$ cat config.mk
export PLATFORM = sky130hd
export DESIGN_NAME = divider_integer_multimode
export DESIGN_NICKNAME = d
export VERILOG_FILES = /design/src/rtl/divider_integer_pkg.sv /design/src/rtl/divider_integer_step.sv /design/src/rtl/divider_integer_multimode.sv
export SDC_FILE = /design/constraint.sdc
export NUM_CORES = 1
export LEC_CHECK = 0
export CAP_MARGIN = 20
export CORE_ASPECT_RATIO = 1.4
export CORE_UTILIZATION = 41
export DETAILED_ROUTE_END_ITERATION = 12
export REMOVE_ABC_BUFFERS = 1
export SLEW_MARGIN = 10
export SYNTH_ARGS = -nofsm -noshare
export SYNTH_HDL_FRONTEND = slang
export SYNTH_HIERARCHICAL = 1
export SYNTH_SLANG_ARGS = --single-unit
$ cat constraint.sdc
create_clock -name clock -period 7.08 [get_ports clock]
set_input_delay 1.416 -clock clock [delete_from_list [all_inputs] [get_ports clock]]
set_output_delay 1.416 -clock clock [all_outputs]
set_load 0.01 [all_outputs]
$ cat src/rtl/divider_integer_pkg.sv
// Shared types and elaboration helpers for the multimode integer divider.
package divider_integer_pkg;

  typedef enum logic [1:0] {
    IDLE,
    CALC,
    DONE
  } state_t;

  function automatic int unsigned num_iters(input int unsigned word_width,
                                            input int unsigned bits_per_cycle);
    return word_width / bits_per_cycle;
  endfunction

  function automatic int unsigned cnt_width(input int unsigned n);
    return $clog2(n + 1);
  endfunction

  function automatic bit config_ok(input int unsigned word_width,
                                   input int unsigned bits_per_cycle,
                                   input int unsigned tag_width);
    return (word_width >= 2) && (bits_per_cycle >= 1) && (tag_width >= 1) &&
           (word_width % bits_per_cycle == 0);
  endfunction

endpackage

$ cat src/rtl/divider_integer_step.sv
// One restoring division step: shift in the next dividend bit, subtract the divisor if it fits.
module divider_integer_step #(
  parameter int unsigned WORD_WIDTH = 16
) (
  input  logic [WORD_WIDTH-1:0] partial_in,
  input  logic [WORD_WIDTH-1:0] divisor,
  input  logic                  dividend_bit,
  output logic [WORD_WIDTH-1:0] partial_out,
  output logic                  quotient_bit
);
  logic [WORD_WIDTH:0]   shifted;
  logic [WORD_WIDTH-1:0] diff;

  always_comb begin
    shifted      = {partial_in, dividend_bit};
    // A fitting subtraction always leaves a value below the divisor, so W bits suffice.
    diff         = shifted[WORD_WIDTH-1:0] - divisor;
    quotient_bit = (shifted >= {1'b0, divisor});
    partial_out  = quotient_bit ? diff : shifted[WORD_WIDTH-1:0];
  end

endmodule

$ cat src/rtl/divider_integer_multimode.sv
// Iterative signed/unsigned restoring divider, BITS_PER_CYCLE quotient bits per cycle, tag pass-through.
// Optional feature: define DIVIDER_INTEGER_EARLY_OUT_EN to finish zero-divisor/overflow/zero-dividend ops in 1 cycle.
module divider_integer_multimode
  import divider_integer_pkg::*;
#(
  parameter int unsigned WORD_WIDTH     = 16,
  parameter int unsigned BITS_PER_CYCLE = 1,
  parameter int unsigned TAG_WIDTH      = 4
) (
  input  logic                  clock,
  input  logic                  clear,
  input  logic                  input_valid,
  output logic                  input_ready,
  input  logic [WORD_WIDTH-1:0] dividend,
  input  logic [WORD_WIDTH-1:0] divisor,
  input  logic                  signed_mode,
  input  logic [TAG_WIDTH-1:0]  input_tag,
  output logic                  output_valid,
  input  logic                  output_ready,
  output logic [WORD_WIDTH-1:0] quotient,
  output logic [WORD_WIDTH-1:0] remainder,
  output logic                  divide_by_zero,
  output logic                  overflow,
  output logic [TAG_WIDTH-1:0]  output_tag
);
  localparam int unsigned N  = num_iters(WORD_WIDTH, BITS_PER_CYCLE);
  localparam int unsigned CW = cnt_width(N);
  localparam logic [WORD_WIDTH-1:0] MIN_VAL = {1'b1, {(WORD_WIDTH-1){1'b0}}};

  if (!config_ok(WORD_WIDTH, BITS_PER_CYCLE, TAG_WIDTH)) begin : g_bad_config
    $error("divider_integer_multimode: WORD_WIDTH must be >= 2 and a multiple of BITS_PER_CYCLE");
  end

  state_t                                   state, state_next;
  logic [CW-1:0]                            cnt;
  logic [WORD_WIDTH-1:0]                    rem_r, quo_r, div_r, quo_next, res_q, res_r;
  logic [BITS_PER_CYCLE:0][WORD_WIDTH-1:0]  rem_chain;
  logic [BITS_PER_CYCLE-1:0]                q_bits;
  logic [TAG_WIDTH-1:0]                     tag_r;
  logic                                     neg_q_r, neg_r_r, dbz_r, ovf_r;
  logic                                     accept, last_iter, a_neg, b_neg, in_dbz, in_ovf;
  logic [WORD_WIDTH-1:0]                    a_mag, b_mag;
`ifdef DIVIDER_INTEGER_EARLY_OUT_EN
  logic                                     early_r;
`endif

  assign input_ready  = (state == IDLE) && !clear;
  assign output_valid = (state == DONE);
  assign accept       = (state == IDLE) && input_valid;

  always_comb begin
    a_neg  = signed_mode & dividend[WORD_WIDTH-1];
    b_neg  = signed_mode & divisor[WORD_WIDTH-1];
    a_mag  = a_neg ? -dividend : dividend;
    b_mag  = b_neg ? -divisor : divisor;
    in_dbz = (divisor == '0);
    in_ovf = signed_mode && (dividend == MIN_VAL) && (divisor == '1);
  end

  // Partial remainder chain; quo_r holds unconsumed dividend bits (MSB first) and
  // fills with quotient bits from the bottom as they are retired.
  assign rem_chain[0] = rem_r;
  for (genvar k = 0; k < BITS_PER_CYCLE; k++) begin : g_step
    divider_integer_step #(.WORD_WIDTH(WORD_WIDTH)) u_step (
      .partial_in  (rem_chain[k]),
      .divisor     (div_r),
      .dividend_bit(quo_r[WORD_WIDTH-1-k]),
      .partial_out (rem_chain[k+1]),
      .quotient_bit(q_bits[BITS_PER_CYCLE-1-k])
    );
  end

  if (BITS_PER_CYCLE == WORD_WIDTH) begin : g_quo_full
    assign quo_next = q_bits;
  end else begin : g_quo_shift
    assign quo_next = {quo_r[WORD_WIDTH-BITS_PER_CYCLE-1:0], q_bits};
  end

  // A zero divisor retires all-ones magnitude bits and leaves |dividend| as remainder,
  // so only the quotient needs overriding; MIN/-1 falls out of the magnitudes naturally.
  always_comb begin
    res_q     = dbz_r ? '1 : (neg_q_r ? -quo_next : quo_next);
    res_r     = neg_r_r ? -rem_chain[BITS_PER_CYCLE] : rem_chain[BITS_PER_CYCLE];
    last_iter = (cnt == CW'(1));
`ifdef DIVIDER_INTEGER_EARLY_OUT_EN
    if (early_r) begin
      last_iter = 1'b1;
      res_q     = dbz_r ? '1 : (ovf_r ? MIN_VAL : '0);
      res_r     = dbz_r ? (neg_r_r ? -quo_r : quo_r) : '0;
    end
`endif
  end

  always_ff @(posedge clock or posedge clear) begin
    if (clear) state <= IDLE;
    else       state <= state_next;
  end

  always_comb begin
    state_next = state;
    unique case (state)
      IDLE:    if (input_valid)  state_next = CALC;
      CALC:    if (last_iter)    state_next = DONE;
      DONE:    if (output_ready) state_next = IDLE;
      default:                   state_next = IDLE;
    endcase
  end

  always_ff @(posedge clock or posedge clear) begin
    if (clear) begin
      cnt            <= '0;
      rem_r          <= '0;
      quo_r          <= '0;
      div_r          <= '0;
      neg_q_r        <= 1'b0;
      neg_r_r        <= 1'b0;
      dbz_r          <= 1'b0;
      ovf_r          <= 1'b0;
      tag_r          <= '0;
      quotient       <= '0;
      remainder      <= '0;
      divide_by_zero <= 1'b0;
      overflow       <= 1'b0;
      output_tag     <= '0;
`ifdef DIVIDER_INTEGER_EARLY_OUT_EN
      early_r        <= 1'b0;
`endif
    end else if (accept) begin
      cnt     <= CW'(N);
      rem_r   <= '0;
      quo_r   <= a_mag;
      div_r   <= b_mag;
      neg_q_r <= a_neg ^ b_neg;
      neg_r_r <= a_neg;
      dbz_r   <= in_dbz;
      ovf_r   <= in_ovf;
      tag_r   <= input_tag;
`ifdef DIVIDER_INTEGER_EARLY_OUT_EN
      early_r <= in_dbz | in_ovf | (dividend == '0);
`endif
    end else if (state == CALC) begin
      cnt   <= cnt - 1'b1;
      rem_r <= rem_chain[BITS_PER_CYCLE];
      quo_r <= quo_next;
      if (last_iter) begin
        quotient       <= res_q;
        remainder      <= res_r;
        divide_by_zero <= dbz_r;
        overflow       <= ovf_r;
        output_tag     <= tag_r;
      end
    end
  end

endmodule

==> results.cfg, run 1 <==
[synthesis]
yosysUniqueCellTypes = 61
synthAdderAreaFrac = 0.0484
ys_seq_elements = 101
synth_xor_area_frac = 0.0922
synth_edf_count = 0
yosys_warnings = 6
syn_area_sq_um = 6360
syn_area_per_cell_sq_um = 8.40
synthTopCellsByArea = dfrtp_1 40%, nand2_1 9.4%, o21ai_0 5.8%
synth.yosys.seq_area_share = 0.397
synthMuxAreaShare = 0.0323
synthCells = 757
synthSimpleGateAreaFrac = 0.210
yosys-top-cells-count = 159 x nand2_1, 101 x dfrtp_1, 74 x o21ai_0
synth.largest_area_cell = dfrtp_1
synth_most_common_cell = nand2_1
synth_async_sr_flop_share = 1.00
synth_top_area_share = 0.397
synth_compound_area_frac = 0.170
synth_top_family_by_area = simple AND/OR/NAND/NOR gates
synth_flop_cell = dfrtp_1

[cells_and_area]
fillers = 1475
fin_nets = 881
diodes = 0
utilization = 0.504
area_delta_synth_final_pct = 19.8
drive_above_1_share = 0.0572

[worst_hold_path]
hold_start = tag_r[0]
hold_end = output_tag[0]
min_path_type = reg2reg
hold_depth = 2

[setup_path]
worstReg2RegStart = rem_r[3]
r2r-end = remainder[13]
crit_family = compound AO/OA/AOI/OAI gates
critPathKind = reg2reg
cp_cell_sequence = ha_1 -> nand3_1 -> o21bai_1 -> a311oi_1 -> o21ai_1 -> o21a_4 -> inv_4 -> mux2_2 -> or4_1 -> or3_1 -> o31ai_1 -> xor2_1 -> o21ai_0
slowest_delay_ns = 0.51
critPathArrivalTime_ns = 4.41
crit_buf_inv = 1
ff2ff_path_depth = 13
cp-end-kind = register
r2r_setup_slack_ns = 2.89
startpoint_type = register
cpMaxStageDelayCell = or4_1
path_max_fanout = 18
worstPathRequired_ns = 7.30

[timing]
setup_viol = 0
rsz0062_at_grt = no
worstMarginPinSlew_ns = 0.904
finalCritPeriodShare = 0.592
slew_headroom = 0.397
tns_ns = 0
hold_viol_final = 0
clock-skew-final_ns = 0.0127
drv_slew = 0
max_freq_mhz = 239
hold-worst-slack_ns = 0.471
finalCriticalPeriod_ns = 4.19

[global_route]
antenna_found_initial = 0
grtUsageMet1 = 0.270
grt-ovfl-total = 0
grt_pass1_vias = 5482
use_met2 = 0.377
grt_max_degree = 59
globalRoute.busiestLayer = met2
globalRouteMet3Util = 0.0301
grt_pass1_wl_um = 27300
grt_usage = 0.217

[clock_tree]
clock-sinks = 101
clkTransAtPathRegs_ns = 0.07
cts_buffers = 9
cts-htree-levels = 3
clkLatencyLatePin_ns = 0.35
clockRootBuffer = clkbuf_16
cts_setup_buffers = 0
cts.path.max_buffers = 2
ctsResizeCount = 0
cts_tree = built
postCtsHoldBufs = 0

[power]
powerDensity_nw_per_um2 = 551
seqPwrFrac = 0.261
p_int_mw = 2.31
power_mw = 4.20
combPwrFrac = 0.616
pwr-share-clk = 0.123
p_sw_frac = 0.450
power.leakage_nw = 3.33
peakVddDrop_v = 0.000314
switching_power_mw = 1.89

[route]
dr.first_iter.drc_count = 265
wirelength_um = 16400
via_count = 5450
drc = 0
viasPerCell = 5.38
drt_pre_antenna_iters = 6
postRouteAntennaNets = 0
routedWlPerCell_um = 16.2

[die]
core-area_sq_um = 15100
die_area_sq_um = 16000
die-height_um = 149
initial_core_util = 0.421
row_count = 53
io_pins = 81
die_w_um = 107

[place]
hpwlAfterDp_um = 11900
io_buffers = 80
gp_congestion = 0.902

[run]
maxCapViolations = 0

[run_status]
outcome = completed
-- per-layer routing --
metal | share of wire | routed length (um)
met5 | 0 | 0
met4 | 0.025 | 406
met3 | 0.026 | 435
met2 | 0.50 | 8220
met1 | 0.45 | 7360
-- worst max-delay path by stage --
stage                        start       endpoint  slack [ns]  depth (start not counted)
after floorplan              clear         cnt[0]        3.02                          1
after global placement    rem_r[2]  remainder[13]        3.02                         13
after detailed placement  rem_r[2]  remainder[13]        2.92                         13
after CTS                 rem_r[2]  remainder[13]        2.90                         13
after global routing      rem_r[2]  remainder[15]        2.64                         13
final                     rem_r[3]  remainder[13]        2.89                         13
-- cell families after synthesis --
group | after synthesis
AOI/OAI and AO/OA | 175
muxes | 16
DFF | 101
adders and majority gates | 24
and+or+nand+nor | 296
xor gates and xnor gates | 67
buffers and inverters | 78
-- area by class of cell --
type,instances,area (sq um),share of cell area
multi-input cells,578,3520,0.462
repair buffers,87,866,0.114
clock inverters,5,71.3,0.00936
flip-flops and latches,101,2530,0.332
inverters,39,151,0.0199
well taps,192,240,0.0315
clock buffers,11,243,0.0318
-- state kept, by name, summed over array words and instances (netlist names) --
name            flops
quo_r              16
tag_r               4
ovf_r               1
remainder          16
divide_by_zero      1
div_r              16
dbz_r               1
state               2
quotient           16
output_tag          4
overflow            1
neg_q_r             1
rem_r              16
neg_r_r             1
cnt                 5
-- power by group through the flow --
stage / Clock [mW] / Combinational, mW / Sequential (mW)
2_1_floorplan: 0 / 1.80 / 1.09
3_3_place_gp: 0 / 2.53 / 1.09
3_5_place_dp: 0 / 2.58 / 1.11
4_1_cts: 0.530 / 2.59 / 1.10
5_1_grt: 0.554 / 2.87 / 1.14
6_report: 0.518 / 2.59 / 1.10
-- worst min-delay path: stages, from the launching register on --
cell	delay, ns
dfrtp_1	0.35
nand2_1	0.05
nand2_1	0.05
-- stage by stage --
step,cells,cell area (sq um),worst slack (ns)
6_report,1013,7620,2.89
3_3_place_gp,996,7290,3.02
5_1_grt,1013,7620,2.64
4_1_cts,1013,7620,2.90
3_5_place_dp,997,7310,2.92
2_1_floorplan,718,6190,3.02
-- layout by cell type, fill, tap and decap left out, drive strengths merged, types with 6 or more instances in the layout --
master	n
nand2	159
dfrtp	101
clkdlybuf4s50	80
o21ai	76
nor2	54
xor2	41
a21oi	39
inv	39
xnor2	26
ha	23
nand3	13
o31ai	13
and3	12
a31oi	12
mux2	12
clkbuf	11
or4	10
o41ai	9
nand4	8
nor3	7
or3	7
buf	7
nor4	6
(Power assumes the default switching activity.)
==> run 2, diff against run 1 <==
==> constraint.sdc (replaced) <==
create_clock -name clock -period 3.4 [get_ports clock]
set_input_delay 0.68 -clock clock [delete_from_list [all_inputs] [get_ports clock]]
set_output_delay 0.68 -clock clock [all_outputs]
set_load 0.01 [all_outputs]
==> run 2 against run 1 <==
The run now ends with negative setup slack left. Clock power is 110% higher. Die area did not move. Sequential power grew 110%. Non-clock buffer count up 83. Global-route usage up 1.1 points. First-iteration DRC count up 25%. Maximum frequency up 14%. Count of clock-buffer cells in the layout shrank 2. Core utilization rose by 5.0 points. Highest routed layer unchanged.
==> results.cfg, run 2 (synthesized netlist as in run 1, its figures left out) <==
[setup_path]
cp-end-kind = register
startpoint_type = register
cp_cell_sequence = inv_2 -> ha_4 -> a21o_1 -> a211o_1 -> a41o_1 -> a31oi_4 -> o21a_4 -> inv_6 -> buf_4 -> mux2_4 -> or4_4 -> or3_4 -> o31ai_2 -> xor2_1 -> o21ai_1
worstPathRequired_ns = 3.62
crit_family = compound AO/OA/AOI/OAI gates
critPathArrivalTime_ns = 3.90
path_max_fanout = 9
cpMaxStageDelayCell = or4_4
slowest_delay_ns = 0.53
crit_buf_inv = 3
critPathKind = reg2reg

[place]
placedCellCount = 1077
hpwlAfterDp_um = 13100
gp_congestion = 0.896
io_buffers = 80

[die]
row_count = 53
die_w_um = 107
core-area_sq_um = 15100
die-height_um = 149
io_pins = 81
die_area_sq_um = 16000
initial_core_util = 0.421

[cells_and_area]
final_cell_mix = 157 x nand2_1, 101 x dfrtp_1, 89 x buf_4
stdcell_count = 1095
fillers = 1448
area_delta_synth_final_pct = 31.6
layout_commonest_cell = nand2_1
diodes = 0
fin_nets = 964
drive_above_1_share = 0.166

[global_route]
antenna_found_initial = 0
grt-ovfl-total = 0
grt_usage = 0.228
grt_max_degree = 69
grt_pass1_vias = 5778
grt_pass1_wl_um = 28600

[timing]
drv_slew = 0
hold_viol_final = 0
fin_ws_ns = -0.279
max_freq_mhz = 272
finalCritPeriodShare = 1.08
setup_viol = 8
slew_headroom = 0.403
worstMarginPinSlew_ns = 0.895
rsz0062_at_grt = yes
tns_ns = -1.77
clock-skew-final_ns = 0.0154
finalCriticalPeriod_ns = 3.68

[route]
wl_met3_um = 465
wirelength_um = 17400
dr.first_iter.drc_count = 331
highest_layer = met4
wl_met2_um = 9010
via_count = 5806
drt_pre_antenna_iters = 4
drc = 0
postRouteAntennaNets = 0
routedWlPerCell_um = 15.9
viasPerCell = 5.30
met1_length_um = 7590

[clock_tree]
cts_tree = built
cts_buffers = 9
clkTransAtPathRegs_ns = 0.07
clkLatencyLatePin_ns = 0.36
cts.path.max_buffers = 2
clockRootBuffer = clkbuf_16
cts-htree-levels = 3
clock-sinks = 101

[power]
power_mw = 10.5
powerDensity_nw_per_um2 = 1250
peakVddDrop_v = 0.000745
power.leakage_nw = 3.74

[run_status]
violations = negative setup slack
outcome = finished, violations left

[worst_hold_path]
min_path_type = reg2reg

[run]
maxCapViolations = 0
## run 2: changes by cell type in the layout (fill, tap and decap cells not counted), sizes merged
cell      change
buf          +83
clkbuf        -2
clkinv        -1
clkinvlp      -1
inv           +3
## run 2: routing by layer
layer	track usage	up-vias
li1	-	2889
met1	0.277	2765
met2	0.410	125
met3	0.0306	27
met4	0.0774	0
met5	0	-
## run 2: layout make-up
type | count | area (sq um) | share of cell area
clock inverters | 6 | 78.8 | 0.00941
clock buffers | 9 | 225 | 0.0269
repair buffers | 170 | 1490 | 0.178
multi-input cells | 578 | 3660 | 0.437
inverters | 39 | 154 | 0.0184
well taps | 192 | 240 | 0.0287
flip-flops and latches | 101 | 2530 | 0.302
## run 2: per-stage QoR
stage,worst slack (ns),hold WS [ns],area (sq um),utilization
2_1_floorplan,-0.372,0.439,6190,-
3_3_place_gp,-0.425,0.449,7910,0.523
3_5_place_dp,-0.531,0.461,7910,0.523
4_1_cts,-0.325,0.479,8280,0.548
5_1_grt,-0.470,0.497,8370,0.554
6_report,-0.279,0.477,8370,0.554
## run 2: power breakdown
part / leakage, nW / switching [mW] / internal (mW) / total, mW
registers: 1.24 / 0.506 / 1.79 / 2.29
logic: 2.35 / 3.46 / 3.64 / 7.10
clock network: 0.150 / 0.490 / 0.583 / 1.07
total: 3.74 / 4.46 / 6.01 / 10.5
## run 2: final timing paths
check	from	end	slack [ns]	cells after the start
setup / recovery	div_r[14]	remainder[15]	-0.28	15
hold / removal	tag_r[1]	output_tag[1]	0.48	2
setup reg to reg	div_r[14]	remainder[15]	-0.28	15
hold reg to reg	tag_r[1]	output_tag[1]	0.48	2
max in group asynchronous	clear	tag_r[3]	1.80	3
min in group asynchronous	clear	state[1]	0.87	2
## run 2: timing repair
action / CTS / global route
hold buffers: 0 / 0
setup endpoints to repair: 9 / 14
cloned: 0 / 0
pin swaps: 3 / 3
hold endpoints to repair: 0 / 0
gates resized for setup: 18 / 17
setup buffers: 1 / 2
## run 2: tightest hold or removal path, delay by kind of cell (launching register included)
kind	cells	cell delay, ns
DFF	1	0.35
and+or+nand+nor	2	0.10
==> run 3, diff against run 2 <==
--- a/config.mk
+++ b/config.mk
@@ -7,8 +7,10 @@
 export LEC_CHECK = 0
 export CAP_MARGIN = 20
 export CORE_ASPECT_RATIO = 1.4
-export CORE_UTILIZATION = 41
+export CORE_MARGIN = 2
+export CORE_UTILIZATION = 51
 export DETAILED_ROUTE_END_ITERATION = 12
+export PLACE_DENSITY = 0.77
 export REMOVE_ABC_BUFFERS = 1
 export SLEW_MARGIN = 10
 export SYNTH_ARGS = -nofsm -noshare
==> constraint.sdc (replaced) <==
create_clock -name clock -period 3 [get_ports clock]
set_input_delay 0.6 -clock clock [delete_from_list [all_inputs] [get_ports clock]]
set_output_delay 0.6 -clock clock [all_outputs]
set_load 0.01 [all_outputs]
==> run 3 against run 2 <==
The flow still finishes with violations (negative setup slack). Sequential power grew 16%. Combinational power grew 27%. Cell area grew 4.6%. Non-clock buffer count grew 23. Clock power grew 21%. Global-route usage grew 3.6 points. Hold slack lost 0.0010 ns. Power grew 24%. Register-to-register slack lost 0.59 ns. Flip-flop and latch count is the same. Core utilization grew 16 points. Routed wire length grew 4.0%. Critical path type unchanged. Highest routed layer unchanged.
==> results.cfg, run 3 (synthesized netlist as in run 1, its figures left out) <==
[setup_path]
cpMaxStageDelayCell = dfrtp_1
crit_family = compound AO/OA/AOI/OAI gates
crit_buf_inv = 3
worstPathRequired_ns = 3.23
critPathKind = reg2reg
cp_cell_sequence = ha_4 -> nand3_2 -> o21bai_4 -> a311oi_2 -> o21ai_2 -> o21a_4 -> inv_8 -> buf_6 -> buf_6 -> mux2_4 -> or3_4 -> or3_4 -> o41ai_4 -> xor2_1 -> o21ai_1
startpoint_type = register
path_max_fanout = 6
slowest_delay_ns = 0.43
cp-end-kind = register
critPathArrivalTime_ns = 4.09

[cells_and_area]
fin_nets = 987
stdcell_count = 1077
drive_above_1_share = 0.216
final_cell_mix = 157 x nand2_1, 104 x buf_4, 101 x dfrtp_1
diodes = 0
utilization = 0.715
layout_commonest_cell = nand2_1
area_delta_synth_final_pct = 37.6

[timing]
clock-skew-final_ns = 0.0141
drv_slew = 0
finalCriticalPeriod_ns = 3.87
worstMarginPinSlew_ns = 0.974
hold_viol_final = 0
fin_ws_ns = -0.867
rsz0062_at_grt = yes
finalCritPeriodShare = 1.29
tns_ns = -8.18
setup_viol = 21
slew_headroom = 0.345
max_freq_mhz = 259

[route]
drt_pre_antenna_iters = 5
wirelength_um = 18100
routedWlPerCell_um = 16.8
via_count = 6143
postRouteAntennaNets = 0
drc = 0
dr.first_iter.drc_count = 479
viasPerCell = 5.70

[power]
peakVddDrop_v = 0.000722
power.leakage_nw = 3.92
powerDensity_nw_per_um2 = 1480
power_mw = 13.0

[clock_tree]
clkTransAtPathRegs_ns = 0.07
cts-htree-levels = 3
clockRootBuffer = clkbuf_16
cts_tree = built
cts.path.max_buffers = 2
cts_buffers = 9
postCtsHoldBufs = 0
clkLatencyLatePin_ns = 0.36
clock-sinks = 101

[die]
die-height_um = 136
die_w_um = 98.4
initial_core_util = 0.519
row_count = 48
io_pins = 81
core-area_sq_um = 12300
die_area_sq_um = 13400

[place]
io_buffers = 80
placedCellCount = 1042
gp_congestion = 0.971
hpwlAfterDp_um = 12500

[global_route]
grt-ovfl-total = 0
antenna_found_initial = 0
grt_max_degree = 50
grt_pass1_wl_um = 28500
grt_usage = 0.264
grt_pass1_vias = 6024

[worst_hold_path]
min_path_type = reg2reg

[run_status]
outcome = finished, violations left
violations = negative setup slack

[run]
maxCapViolations = 0
==> run 3: cell types whose count changed in the layout (fill, tap and decap cells not counted), sizes merged <==
cell    change
clkinv      -1
clkbuf      +1
bufinv      +1
buf        +23
==> run 3: metal layers <==
metal / track usage / wire length (um) / up-vias
li1: - / - / 2938
met1: 0.316 / 7480 / 2980
met2: 0.476 / 9400 / 176
met3: 0.0344 / 692 / 49
met4: 0.111 / 550 / 0
met5: 0 / 0 / -
==> run 3: power breakdown <==
group	internal, mW	switching (mW)
Clock	0.743	0.547
Sequential	2.03	0.624
Combinational	4.67	4.37
==> run 3: cell type report <==
| class | count | area [sq um] |
|---|---|---|
| timing repair buffer | 193 | 1710 |
| inverter | 39 | 159 |
| sequential | 101 | 2530 |
| fill | 901 | 3490 |
| tap | 150 | 188 |
| multi-input combinational | 578 | 3850 |
| clock buffer | 10 | 229 |
| clock inverter | 6 | 93.8 |
==> run 3: final timing paths <==
kind / start / endpoint / slack (ns) / cells past startpoint
worst max-delay path: rem_r[2] / remainder[11] / -0.87 / 15
worst min-delay path: output_tag[1] / output_tag[1] / 0.48 / 2
worst max register to register: rem_r[2] / remainder[11] / -0.87 / 15
worst min register to register: output_tag[1] / output_tag[1] / 0.48 / 2
max in group asynchronous: clear / rem_r[6] / 1.68 / 3
min in group asynchronous: clear / state[1] / 0.66 / 2
==> run 3: worst reg2reg max path: stages (launching register included) <==
cell,delay (ns)
dfrtp_1,0.43
ha_4,0.30
nand3_2,0.08
o21bai_4,0.18
a311oi_2,0.36
o21ai_2,0.13
o21a_4,0.26
inv_8,0.08
buf_6,0.12
buf_6,0.09
mux2_4,0.30
or3_4,0.39
or3_4,0.38
o41ai_4,0.37
xor2_1,0.18
o21ai_1,0.10
==> run 3: timing repair <==
| item | CTS | global route |
|---|---|---|
| endpoints found under the setup margin | 24 | 31 |
| resized for setup | 44 | 43 |
| setup buffers | 6 | 16 |
| pin swaps | 11 | 35 |
==> run 3: through the flow <==
stage / setup WS (ns) / hold WS, ns / cell area [sq um]
2_1_floorplan: -0.772 / 0.439 / 6190
3_3_place_gp: -0.804 / 0.448 / 7920
3_5_place_dp: -0.911 / 0.462 / 7920
4_1_cts: -0.730 / 0.479 / 8490
5_1_grt: -1.01 / 0.506 / 8760
6_report: -0.867 / 0.476 / 8760
